### src/rtl/asic_lock_pkg.sv
// Shared types and helpers for the ASIC feature-lock sequence detector.
// Latency: n/a (types, constants and a pure function only).
// Backpressure: n/a.
package asic_lock_pkg;

  typedef enum logic [1:0] {ST_IDLE, ST_PRE, ST_RUN} state_t;
  typedef enum logic [1:0] {PEND_NONE, PEND_LOCK, PEND_UNLOCK} pend_t;

  localparam logic [7:0] DEF_SEED    = 8'hFF;
  localparam logic [7:0] DEF_TAPS_HI = 8'h90;
  localparam logic [7:0] DEF_TAPS_LO = 8'h03;

  // Widest LFSR the helper below handles; callers zero-extend into it.
  localparam int LFSR_MAX_W = 32;

  // Shift right by one, then overwrite the top bit and the middle bit
  // (w/2-1) with the XOR-reduced tap masks of the current value.
  function automatic logic [LFSR_MAX_W-1:0] lfsr_next(
    input logic [LFSR_MAX_W-1:0] q,
    input logic [LFSR_MAX_W-1:0] taps_hi,
    input logic [LFSR_MAX_W-1:0] taps_lo,
    input int unsigned           w
  );
    logic [LFSR_MAX_W-1:0] n;
    logic [4:0]            hi_idx;
    logic [4:0]            lo_idx;
    hi_idx     = 5'(w - 1);
    lo_idx     = 5'((w / 2) - 1);
    n          = q >> 1;
    n[hi_idx]  = ^(q & taps_hi);
    n[lo_idx]  = ^(q & taps_lo);
    return n;
  endfunction

endpackage

### src/rtl/asic_lock_seq_lfsr.sv
// LFSR register plus sequence position counter for the lock detector.
// Latency: value/pos update on the clk edge after load_seed or advance.
// Backpressure: none; load_seed has priority over advance.
module asic_lock_lfsr #(
  parameter int                DATA_W  = 8,
  parameter logic [DATA_W-1:0] SEED    = 8'hFF,
  parameter logic [DATA_W-1:0] TAPS_HI = 8'h90,
  parameter logic [DATA_W-1:0] TAPS_LO = 8'h03,
  parameter int                SEQ_LEN = 15,
  parameter int                POS_W   = 4
) (
  input  logic              clk,
  input  logic              reset,
  input  logic              load_seed,
  input  logic              advance,
  output logic [DATA_W-1:0] value,
  output logic [POS_W-1:0]  pos,
  output logic              wrap
);
  import asic_lock_pkg::*;

  logic [DATA_W-1:0] nxt;

  assign nxt  = DATA_W'(lfsr_next(LFSR_MAX_W'(value), LFSR_MAX_W'(TAPS_HI),
                                  LFSR_MAX_W'(TAPS_LO), DATA_W));
  // Last position of the sequence: the next match returns to the seed.
  assign wrap = (pos == POS_W'(SEQ_LEN - 1));

  // Seed reload or single-step advance of value and position together.
  always_ff @(posedge clk or posedge reset) begin
    if (reset) begin
      value <= SEED;
      pos   <= '0;
    end else if (load_seed) begin
      value <= SEED;
      pos   <= '0;
    end else if (advance) begin
      value <= nxt;
      pos   <= pos + POS_W'(1);
    end
  end

endmodule

### src/rtl/asic_lock_seq.sv
// Feature-lock sequence detector on the Z80 lock port; sets/clears enf.
// Latency: outputs register on the clk edge that accepts a write; pulses 1 clk.
// Backpressure: none; one accept per I/O cycle (rising edge of qualified strobe).
// Option: ASIC_LOCK_REDUCED_COMPARE_EN compares only the upper data half.
module asic_lock_seq
  import asic_lock_pkg::*;
#(
  parameter int                DATA_W     = 8,
  parameter logic [DATA_W-1:0] SEED       = DEF_SEED,
  parameter logic [DATA_W-1:0] TAPS_HI    = DEF_TAPS_HI,
  parameter logic [DATA_W-1:0] TAPS_LO    = DEF_TAPS_LO,
  parameter int                SEQ_LEN    = 15,
  parameter int                LOCK_POS   = 12,
  parameter int                UNLOCK_POS = 13
) (
  input  logic                       clk,
  input  logic                       reset,
  input  logic                       ioreq_b,
  input  logic                       wr_b,
  input  logic                       io_cs,
  input  logic [DATA_W-1:0]          data,
  output logic                       enf,
  output logic                       lock_evt,
  output logic                       unlock_evt,
  output logic                       synced,
  output logic [$clog2(SEQ_LEN)-1:0] seq_pos
);
  localparam int POS_W = $clog2(SEQ_LEN);

  state_t            state;
  pend_t             pend;
  logic              stb;
  logic              stb_q;
  logic              acc;
  logic              data_zero;
  logic              match;
  logic              load_seed;
  logic              advance;
  logic              lfsr_wrap;
  logic [DATA_W-1:0] lfsr_q;
  logic [POS_W-1:0]  pos;

  assign stb       = ~ioreq_b & ~wr_b & io_cs;
  assign acc       = stb & ~stb_q;
  assign data_zero = (data == '0);
  assign seq_pos   = pos;

`ifdef ASIC_LOCK_REDUCED_COMPARE_EN
  assign match = (data[DATA_W-1:DATA_W/2] == lfsr_q[DATA_W-1:DATA_W/2]);
`else
  assign match = (data == lfsr_q);
`endif

  asic_lock_lfsr #(
    .DATA_W  (DATA_W),
    .SEED    (SEED),
    .TAPS_HI (TAPS_HI),
    .TAPS_LO (TAPS_LO),
    .SEQ_LEN (SEQ_LEN),
    .POS_W   (POS_W)
  ) u_lfsr (
    .clk       (clk),
    .reset     (reset),
    .load_seed (load_seed),
    .advance   (advance),
    .value     (lfsr_q),
    .pos       (pos),
    .wrap      (lfsr_wrap)
  );

  // Decide how an accepted write moves the LFSR/position pair.
  always_comb begin
    load_seed = 1'b0;
    advance   = 1'b0;
    if (acc) begin
      case (state)
        ST_PRE: load_seed = data_zero;
        ST_RUN: begin
          if (match) begin
            load_seed = lfsr_wrap;
            advance   = ~lfsr_wrap;
          end else if (data_zero && (pos != '0)) begin
            load_seed = 1'b1;
          end
        end
        default: ;
      endcase
    end
  end

  // Remember the strobe so a long I/O cycle is accepted only once.
  always_ff @(posedge clk or posedge reset) begin
    if (reset) stb_q <= 1'b0;
    else       stb_q <= stb;
  end

  // Sequence FSM, pending-action apply and registered outputs.
  always_ff @(posedge clk or posedge reset) begin
    if (reset) begin
      state      <= ST_IDLE;
      pend       <= PEND_NONE;
      enf        <= 1'b0;
      lock_evt   <= 1'b0;
      unlock_evt <= 1'b0;
      synced     <= 1'b0;
    end else begin
      lock_evt   <= 1'b0;
      unlock_evt <= 1'b0;
      if (acc) begin
        // Whatever was armed by the previous write lands now, regardless
        // of whether this write matches.
        case (pend)
          PEND_UNLOCK: begin
            enf        <= 1'b1;
            unlock_evt <= 1'b1;
          end
          PEND_LOCK: begin
            enf      <= 1'b0;
            lock_evt <= 1'b1;
          end
          default: ;
        endcase
        pend <= PEND_NONE;

        case (state)
          ST_IDLE: if (!data_zero) state <= ST_PRE;
          ST_PRE: begin
            if (data_zero) begin
              state  <= ST_RUN;
              synced <= 1'b1;
            end
          end
          ST_RUN: begin
            if (match) begin
              // Unlock checked first so it wins if both positions coincide.
              if (pos == POS_W'(UNLOCK_POS))    pend <= PEND_UNLOCK;
              else if (pos == POS_W'(LOCK_POS)) pend <= PEND_LOCK;
            end else if (!data_zero) begin
              state  <= ST_PRE;
              synced <= 1'b0;
            end else if (pos == '0) begin
              state  <= ST_IDLE;
              synced <= 1'b0;
            end
          end
          default: begin
            state  <= ST_IDLE;
            synced <= 1'b0;
          end
        endcase
      end
    end
  end

endmodule
### config.mk
export PLATFORM = sky130hd
export DESIGN_NAME = asic_lock_seq
export DESIGN_NICKNAME = d
export VERILOG_FILES = /design/src/rtl/asic_lock_pkg.sv /design/src/rtl/asic_lock_seq_lfsr.sv /design/src/rtl/asic_lock_seq.sv
export SDC_FILE = /design/constraint.sdc
export NUM_CORES = 1
export LEC_CHECK = 0
export CAP_MARGIN = 20
export CORE_MARGIN = 2
export CORE_UTILIZATION = 55
export CTS_CLUSTER_DIAMETER = 50
export DETAILED_ROUTE_END_ITERATION = 10
export PLACE_DENSITY = 0.83
export SLEW_MARGIN = 0
export SYNTH_ARGS = -nofsm -noshare
export SYNTH_HDL_FRONTEND = slang
export SYNTH_HIERARCHICAL = 1
export SYNTH_SLANG_ARGS = --single-unit
### constraint.sdc
create_clock -name clk -period 3.9 [get_ports clk]
set_input_delay 0.585 -clock clk [delete_from_list [all_inputs] [get_ports clk]]
set_output_delay 0.585 -clock clk [all_outputs]
set_load 0.1 [all_outputs]
# After elaboration in Yosys (flattened, before gate mapping)
# Cells that the tools add are included.
# totals
word_cells	73
output_inout_bits	8
inputBits	13
reg_bits	21
# classes
n_mux	31
eq_ne	12
addsub	1
reduce_logical	12
bitwise	8
# ops
operator	count
32-bit XOR reduction	2
2-bit two-way mux	8
8-bit two-way mux	2
1-bit two-way mux	15
4-bit == test (second input constant)	3
5-bit AND reduction	2
8-bit == test	1
8-bit zero test	1
4-bit two-way mux	2
2-bit inequality test (second input constant)	3
2-bit one-hot mux with 3 select lines	1
1-bit NOT	5
4-bit by 1-bit adder with 4-bit output (second input constant)	1
2-bit by 1-bit == test with 1-bit output (second input constant)	2
2-bit == test (second input constant)	2
4-bit zero test	1
1-bit one-hot mux with 2 select lines	2
2-bit nonzero test	2
4-bit nonzero test	1
1-bit bitwise AND	3
3-bit inequality test (second input constant)	1
1-bit one-hot mux with 3 select lines	1
2-bit zero test	1
2-bit AND reduction	1
1-bit logical AND	1

# Logic depth before layout (Yosys ltp)
# Gate-level depths: netlist of run 1.
# depth
ltp_word	7
ltp_mapped	8
depth_no_buf	8

# Hierarchy
# Netlist of run 1, hierarchy kept.
# modules_own_cells
mod	area_each_um2	instances	cells_each
asic_lock_seq	674.4	1	67
asic_lock_lfsr	569.3	1	49

# Worst setup path after synthesis of run 1
# Ideal clock, no wire load.
# synth_path
path_type	register -> register
start	register u_lfsr.pos[1]
end	register u_lfsr.pos[3]
setup_time_ps	125
path_buffers	0
required_ps	3775
path_stages_with_launch	7
t_arrival_ps	2504
setup_slack_ps	1271
path_cell_list	dfrtp_1 ha_1 and3_1 a21oi_1 a311oi_1 and2b_1 mux2_4
# synth_rtl
element	line_no	rtl
start, declared	asic_lock_seq_lfsr.sv:17	output logic [POS_W-1:0] pos,
start signal, assigned	asic_lock_seq_lfsr.sv:39	pos <= pos + POS_W'(1);
4-bit == test *	asic_lock_seq_lfsr.sv:27	assign wrap = (pos == POS_W'(SEQ_LEN - 1));
named net lfsr_wrap	asic_lock_seq.sv:39	logic lfsr_wrap;
1-bit two-way mux *	asic_lock_seq.sv:79	if (match) begin
1-bit one-hot mux with 2 select lines *	asic_lock_seq.sv:76	case (state)
1-bit two-way mux *	asic_lock_seq.sv:75	if (acc) begin
named net load_seed	asic_lock_seq.sv:37	logic load_seed;
4-bit two-way mux / 2-bit nonzero test (equally long branches)	-	
# Mark *: on every way through the listed nets, which the timed path passes. The rest lies on a longest branch. The select of a mux whose other input is x is not followed.
# A chain may end at the register's enable or synchronous reset.

# Final worst setup path of run 1
# layout_path
start	input data[3]
end	register u_lfsr.value[3]
# layout_via
elab_chain_len	7
# layout_rtl
element	line_no	rtl
start, declared	asic_lock_seq.sv:21	input logic [DATA_W-1:0] data,
8-bit zero test	asic_lock_seq.sv:45	assign data_zero = (data == '0);
1-bit logical AND	asic_lock_seq.sv:82	end else if (data_zero && (pos != '0)) begin
1-bit two-way mux	asic_lock_seq.sv:82	
1-bit two-way mux	asic_lock_seq.sv:79	
1-bit one-hot mux with 2 select lines *	asic_lock_seq.sv:76	
1-bit two-way mux *	asic_lock_seq.sv:75	
named net load_seed	asic_lock_seq.sv:37	
8-bit two-way mux / 2-bit nonzero test (equally long branches)	-	
end signal, assigned	asic_lock_seq_lfsr.sv:38	value <= nxt;
end, declared	asic_lock_seq_lfsr.sv:16	output logic [DATA_W-1:0] value,
# Mark *: on every way through the listed nets, which the timed path passes. The rest lies on a longest branch.

==> results_dict.tcl, run 1 <==
set metrics [dict create \
    netlist_instances 116 \
    synthArstFlopShare_pct 100 \
    synth_mux_area_share_pct 7.85 \
    num_io_pins 21 \
    hold_viol 0 \
    synth-seq-cells 21 \
    antennaDiodeCount 0 \
    cp.arrival_ns 3.12 \
    vias_per_cell 5.48 \
    fp.dieW_um 51.6 \
    timing_worst_setup_path_type "primary input to flop" \
    antenna_found_initial 0 \
    cts-root-buf "clkbuf_4" \
    cts_sinks 21 \
    fmax_ghz 0.346 \
    port_buffers 20 \
    critPathLaunchType "primary input" \
    grt_max_degree 13 \
    rsz0062_at_grt "false" \
    maxCapViolCount 0 \
    synth_compound_area_share_pct 8.45 \
    worstHoldStart "synced" \
    layout_commonest_cell "clkdlybuf4s50_1" \
    yosys-top-cells-area "dfrtp_1, dfstp_2, ha_1" \
    avgRoutedWirePerCell_um 14.2 \
    hold_depth 1 \
    leakagePower_nw 0.689 \
    clock_latency_ns 0.30 \
    place.gp.congestion 0.867 \
    p_comb_share_pct 27.4 \
    firstDrtPassIters 4 \
    hold_end "synced" \
    synth_xor_area_share_pct 7.04 \
    vias 920 \
    layout_common_cells "clkdlybuf4s50_1, dfrtp_1, nand2_1" \
    area_growth_pct 21.1 \
    synth_area_um2 1240 \
    yosys_warnings 6 \
    fp.dieH_um 51.6 \
    post-route-min-period_ns 2.89 \
    max-vdd-ir-drop_uv 225 \
    hold_buffers 0 \
    placed_cells 164 \
    post-synth-top-area-cell "dfrtp_1" \
    grt_pass1_vias 945 \
    postSynthAreaPerCell_um2 10.7 \
    r2r-start "u_lfsr/value[1]" \
    slew_headroom_pct 35.2 \
    grt_pass1_wl_um 4220 \
    clockPowerShare_pct 21.2 \
    drt_iter0_drc 10 \
    rows 17 \
    finalSetupViolCount 0 \
    synth_top_flop_cell "dfrtp_1" \
    track_usage_pct 21.5 \
    reg2reg_to "u_lfsr/value[3]" \
    reg2reg_slack_ns 1.28 \
    die_area_um2 2660 \
    cts_made_buffers 3 \
    drv_slew 0 \
    synth_top_area_share_pct 26.2 \
    cts_tree "done" \
    final_cell_count_no_fill 168 \
    whs_ns 0.533 \
    cts.repair.resized 0 \
    drc 0 \
    dp_hpwl_um 1870 \
    postCtsSetupRepairBufs 0 \
    synth_top_family_by_area "simple AND/OR/NAND/NOR gates" \
    fillers 163 \
    power.internal_mw 0.330 \
    cts_buffer_depth 2 \
    power.switching_mw 0.158 \
    synth_adder_area_share_pct 8.05 \
    core-area_um2 2170 \
    ant_nets 0 \
    clock_skew_ns 0.00471 \
    fin_setup_tns_ns 0 \
    synth-seq-area-share_pct 43.1 \
    tightest_slew_ns 0.969 \
    p_sw_share_pct 32.4 \
    ys_types 39 \
    clk_pin_slew_ns 0.11 \
    cp_max_fo 8 \
    routed_wl_um 2390 \
    worstSetupEndpointType "flop" \
    initial_core_util_pct 57.3 \
    synth_edf_count 0 \
    synth_nets 137 \
    synthSimpleGateAreaFrac_pct 22.2 \
    seq_power_share_pct 51.4 \
    cts_max_level 1 \
    cp.required_ns 4.13 \
    drive_gt1_share_pct 17.1 \
    ff2ff_path_depth 7 \
    min-delay-path-class "flop to flop" \
    nets 162 \
    grt.overflow.total 0 \
    powerDensity_nw_per_um2 324 \
    timing.final.crit_share_pct 74.0 \
    status "finished, final reports clean" \
]
[power groups by stage]
stage               Sequential (mW)  Clock, mW  Combinational (mW)
global placement              0.252          0               0.126
floorplan                     0.269          0              0.0745
CTS                           0.251      0.109               0.135
finish                        0.251      0.104               0.134
detailed placement            0.255          0               0.134
global route                  0.254      0.117               0.150
[final cells by class]
type,instances,area [um^2],area share (%)
clock buffers,4,26.3,1.74
flip-flops and latches,21,536,35.5
repair buffers,21,208,13.8
multi-input cells,86,672,44.6
well taps,28,35.0,2.33
inverters,8,30.0,1.99
[flip-flops by register name, indices dropped and copies added (netlist names)]
| register | cells |
|---|---|
| state | 2 |
| stb_q | 1 |
| unlock_evt | 1 |
| enf | 1 |
| u_lfsr/pos | 4 |
| synced | 1 |
| lock_evt | 1 |
| u_lfsr/value | 8 |
| pend | 2 |
[synthesized netlist by cell type, types with 2 or more instances]
library cell / instances
a21oi_1: 7
and2_1: 3
and3_1: 2
dfrtp_1: 13
dfstp_2: 8
ha_1: 8
inv_1: 8
mux2_2: 2
mux2i_1: 6
nand2_1: 12
nor2_1: 5
nor3_1: 2
nor4_1: 3
nor4_2: 2
or2b_1: 3
xnor2_1: 2
xor2_1: 8
[worst max-delay path by stage]
stage,start,to,cells past startpoint,slack [ns]
2_1_floorplan,u_lfsr/pos[1],u_lfsr/pos[3],6,1.27
3_3_place_gp,data[3],u_lfsr/pos[3],8,0.78
3_5_place_dp,data[3],u_lfsr/pos[3],8,0.70
4_1_cts,data[3],u_lfsr/value[3],8,1.04
5_1_grt,data[3],u_lfsr/value[3],8,0.80
6_report,data[3],u_lfsr/value[3],8,1.01
[layer usage]
layer	vias up	share of wire, %	global-route usage [%]
met5	-	0	0
met4	0	2.5	10.5
met3	7	2.9	2.87
met2	21	50	36.5
met1	440	45	26.9
li1	452	-	-
[metrics by stage]
step / cell area [um^2] / power, mW / util (%) / setup slack (ns)
after CTS: 1510 / 0.495 / 69.4 / 1.04
after detailed placement: 1480 / 0.389 / 68.2 / 0.698
after global routing: 1510 / 0.521 / 69.4 / 0.796
final: 1510 / 0.488 / 69.4 / 1.01
after floorplan: 1240 / 0.344 / - / 1.27
after global placement: 1480 / 0.377 / 68.2 / 0.778
[worst max-delay path, stage by stage]
cell	delay, ns
clkdlybuf4s50_1	0.44
xor2_1	0.18
nor4_2	0.37
and3_4	0.27
a21oi_1	0.05
a311oi_1	0.65
inv_1	0.34
a31oi_1	0.22
[cells by family (layout without fill, tap and decap cells)]
family          Yosys count  after routing
simple gates             43             43
flops                    21             21
compound gates           16             16
xor+xnor                 10             10
mux                       9              9
buf+inv                   9             33
fa+ha+maj                 8              8
Note: power is estimated with default switching activity, not from simulation.
==> run 2, diff against run 1 <==
- CORE_UTILIZATION: 55 -> 47
- PLACE_DENSITY: 0.83 -> 0.76
- clock period: 3.9 -> 2.3 ns (I/O delays scaled with it)
==> results_dict.tcl, run 2 (same netlist as run 1, synthesis figures left out) <==
set metrics [dict create \
    initial_core_util_pct 49.7 \
    fillers 210 \
    leakagePower_nw 0.749 \
    drt_iter0_drc 24 \
    grt.overflow.total 0 \
    clock_latency_ns 0.31 \
    timing.final.crit_share_pct 94.3 \
    fmax_ghz 0.461 \
    multiInputGateArea_um2 678 \
    cts_sinks 21 \
    fp.dieW_um 55.4 \
    largest_reg_flops 8 \
    fp.dieH_um 55.4 \
    min-delay-path-class "primary input to async pin" \
    dp_hpwl_um 1960 \
    core-area_um2 2500 \
    final_cell_count_no_fill 180 \
    rsz0062_at_grt "false" \
    cts_made_buffers 3 \
    cp.required_ns 2.51 \
    avgRoutedWirePerCell_um 13.6 \
    slew_headroom_pct 69.7 \
    tightest_slew_ns 0.454 \
    cp.arrival_ns 2.38 \
    hold_buffers 0 \
    worstSetupEndpointType "flop" \
    reg_top3 "u_lfsr/value: 8 flops, u_lfsr/pos: 4 flops" \
    ant_nets 0 \
    regMostFlops "u_lfsr/value" \
    grt_max_degree 13 \
    powerDensity_nw_per_um2 524 \
    layout_common_cells "buf_4, nand2_1, clkdlybuf4s50_1" \
    maxCapViolCount 0 \
    place.gp.congestion 0.800 \
    cp_max_fo 6 \
    max-vdd-ir-drop_uv 440 \
    cts.repair.resized 0 \
    postCtsSetupRepairBufs 0 \
    vias 970 \
    routed_wl_um 2450 \
    r2r-start "u_lfsr/value[1]" \
    cts-root-buf "clkbuf_4" \
    post-route-min-period_ns 2.17 \
    grt_pass1_wl_um 4470 \
    antennaDiodeCount 0 \
    reg2reg_slack_ns 0.14 \
    clock_skew_ns 0.00672 \
    finalSetupViolCount 0 \
    register_area_um2 541 \
    drive_gt1_share_pct 31.3 \
    area_growth_pct 26.7 \
    track_usage_pct 18.2 \
    reg2reg_to "u_lfsr/pos[3]" \
    num_io_pins 21 \
    timing_worst_setup_path_type "primary input to flop" \
    nets 172 \
    rows 18 \
    post-place-ws_ns -0.195 \
    ff2ff_path_depth 8 \
    worst_slack_ns 0.131 \
    port_buffers 20 \
    critPathLaunchType "primary input" \
    hold_viol 0 \
    drc 0 \
    status "finished, final reports clean" \
    cts_max_level 1 \
    vias_per_cell 5.39 \
    cts_tree "done" \
    drv_slew 0 \
    die_area_um2 3070 \
    antenna_found_initial 0 \
    placed_cells 176 \
    layout_commonest_cell "buf_4" \
    cts_buffer_depth 2 \
    clk_pin_slew_ns 0.12 \
    firstDrtPassIters 4 \
    grt_pass1_vias 1026 \
]
==> run 2: worst max path at each step <==
stage / startpoint / slack, ns / endpoint / cells past startpoint
finish: data[2] / 0.13 / u_lfsr/pos[3] / 9
detailed placement: data[2] / -0.20 / u_lfsr/pos[3] / 9
CTS: u_lfsr/value[1] / 0.13 / u_lfsr/pos[3] / 8
floorplan: u_lfsr/pos[0] / 0.03 / u_lfsr/pos[3] / 6
global route: u_lfsr/value[1] / 0.03 / u_lfsr/pos[3] / 8
global placement: data[3] / -0.14 / u_lfsr/value[5] / 9
==> run 2: final cells by class <==
| cell class | instances | area share, % |
|---|---|---|
| Multi-Input combinational cell | 86 | 43.1 |
| Sequential cell | 21 | 34.3 |
| Timing Repair Buffer | 31 | 16.7 |
| Tap cell | 30 | 2.38 |
| Inverter | 8 | 1.91 |
| Clock buffer | 4 | 1.67 |
==> run 2: stage by stage <==
step	setup TNS, ns	total power, mW	utilization, %	hold slack, ns	cell area (um^2)
2_1_floorplan	0	0.583	-	0.173	1250
3_5_place_dp	-1.70	0.652	62.0	0.485	1550
5_1_grt	0	0.891	63.0	0.349	1580
6_report	0	0.825	63.0	0.318	1580
3_3_place_gp	-1.36	0.646	62.0	0.481	1550
4_1_cts	0	0.836	63.0	0.326	1580
==> run 2: per-layer routing <==
metal  part of all wire [%]  vias to the layer above  GRT usage [%]
met3                    4.0                        6           4.22
met2                     51                       24           30.4
li1                       -                      473              -
met1                     43                      467           22.6
met5                      0                        -              0
met4                    1.8                        0           6.97
==> run 2: where the power goes <==
group          internal, mW  switching (mW)
sequential            0.397          0.0240
combinational        0.0938           0.128
clock                0.0678           0.114
==> run 2: critical path: stages <==
cell	delay, ns
clkdlybuf4s50_1	0.44
xor2_1	0.18
nor4_2	0.36
and3_4	0.24
a21oi_1	0.05
a311oi_2	0.25
buf_4	0.20
nor2_1	0.05
mux2_4	0.27
==> run 3, diff against run 2 <==
- REMOVE_ABC_BUFFERS: unset -> 1
==> results_dict.tcl, run 3 (same netlist as run 1, synthesis figures left out) <==
set metrics [dict create \
    slew_headroom_pct 67.7 \
    status "finished, final reports clean" \
    regMostFlops "u_lfsr/value" \
    area_growth_pct 33.4 \
    place_area_um2 1540 \
    vias_per_cell 5.22 \
    drv_slew 0 \
    p_total_mw 0.836 \
    tightest_slew_ns 0.484 \
    hold_buffers 0 \
    grt.overflow.total 0 \
    p_sw_share_pct 32.9 \
    layout_commonest_cell "buf_4" \
    max-vdd-ir-drop_uv 335 \
    place.gp.congestion 0.866 \
    vias 976 \
    grt_pass1_vias 999 \
    largest_reg_flops 8 \
    drive_gt1_share_pct 35.0 \
    initial_core_util_pct 49.7 \
    routed_wl_um 2790 \
    firstDrtPassIters 4 \
    antenna_found_initial 0 \
    critPathMaxStageDelay_ns 0.45 \
    clk_pin_slew_ns 0.12 \
    multiInputGateArea_um2 707 \
    grt_pass1_wl_um 4340 \
    post-place-ws_ns -0.226 \
    drt_iter0_drc 18 \
    power.switching_mw 0.275 \
    maxCapViolCount 0 \
    timing.final.crit_share_pct 98.3 \
    critPathLaunchType "primary input" \
    nets 179 \
    min-delay-path-class "primary input to async pin" \
    stdcell_area_um2 1660 \
    die_area_um2 3070 \
    cpLargestDelayFamily "simple AND/OR/NAND/NOR gates" \
    cp.arrival_ns 2.46 \
    dp_hpwl_um 1970 \
    leakagePower_nw 0.809 \
    port_buffers 20 \
    crit_buf_inv 2 \
    powerDensity_nw_per_um2 504 \
    power.internal_mw 0.561 \
    rsz0062_at_grt "true" \
    cts_tree "done" \
    clockPowerShare_pct 20.8 \
    crit_chain "clkdlybuf4s50_1 -> xor2_1 -> nor4_2 -> and3_4 -> a21oi_2 -> a311oi_2 -> buf_4 -> and2b_1 -> mux2_4" \
    track_usage_pct 17.9 \
    drc 0 \
    ant_nets 0 \
    fmax_ghz 0.442 \
    seq_power_share_pct 50.6 \
    post-route-min-period_ns 2.26 \
    cp_slowest_cell "clkdlybuf4s50_1" \
    rows 18 \
    clock_skew_ns 0.00985 \
    register_area_um2 536 \
    hold_viol 0 \
    p_comb_share_pct 28.6 \
    fp.dieW_um 55.4 \
    worstSetupEndpointType "flop" \
    cp_max_fo 5 \
    fillers 200 \
    cts_buffer_depth 2 \
    cp.required_ns 2.50 \
    num_io_pins 21 \
    whs_ns 0.319 \
    cts_made_buffers 3 \
    timing_worst_setup_path_type "primary input to flop" \
    avgRoutedWirePerCell_um 14.9 \
    reg_top3 "u_lfsr/value: 8 flops, u_lfsr/pos: 4 flops" \
    core-area_um2 2500 \
    cts_max_level 1 \
    clock_latency_ns 0.30 \
    finalSetupViolCount 0 \
    layout_common_cells "buf_4, dfrtp_1, nand2_1" \
    antennaDiodeCount 0 \
    cts_sinks 21 \
    worst_slack_ns 0.0389 \
    cts-root-buf "clkbuf_4" \
    fp.dieH_um 55.4 \
    fin_setup_tns_ns 0 \
    grt_max_degree 13 \
]
run 3: worst register-to-register path, delay by kind of cell (launching register included):
kind | cells | cell delay [ns]
simple gates | 3 | 0.74
flops | 1 | 0.58
compound gates | 2 | 0.30
mux | 1 | 0.25
buf+inv | 1 | 0.18
xor+xnor | 1 | 0.09
run 3: final cells by class:
class / count / area share (%)
Clock buffer: 3 / 1.36
Inverter: 8 / 1.81
Tap cell: 30 / 2.26
Timing Repair Buffer: 38 / 19.4
Clock inverter: 1 / 0.302
Sequential cell: 21 / 32.3
Multi-Input combinational cell: 86 / 42.6
run 3: worst paths after layout:
path	startpoint	end	slack, ns	depth (start not counted)
worst max-delay path	data[2]	u_lfsr/pos[3]	0.04	9
worst min-delay path	reset	state[1]	0.32	2
worst max register to register	u_lfsr/value[2]	u_lfsr/pos[3]	0.06	8
worst min register to register	synced	synced	0.50	1
max in group asynchronous	reset	u_lfsr/value[3]	1.57	2
min in group clk	synced	synced	0.50	1
run 3: power by group through the flow:
stage | Sequential (mW) | Clock, mW | Combinational, mW
final | 0.423 | 0.174 | 0.239
after global routing | 0.428 | 0.206 | 0.264
after CTS | 0.424 | 0.187 | 0.229
after detailed placement | 0.430 | 0 | 0.228
after global placement | 0.426 | 0 | 0.220
after floorplan | 0.456 | 0 | 0.126
run 3: routing by layer:
layer  GRT usage (%)  share of wire [%]
met4            8.36                1.7
met3            2.81                2.4
met5               0                  0
met1            21.4                 43
met2            31.1                 53
run 3: through the flow:
| step | utilization [%] | std cells |
|---|---|---|
| after floorplan | - | 115 |
| after global placement | 61.5 | 176 |
| after detailed placement | 61.5 | 176 |
| after CTS | 62.6 | 180 |
| after global routing | 66.4 | 187 |
| final | 66.4 | 187 |
run 3: timing repair:
action	in CTS	in global routing
endpoints found under the setup margin	0	1
setup buffers	0	7
resized for setup	0	8
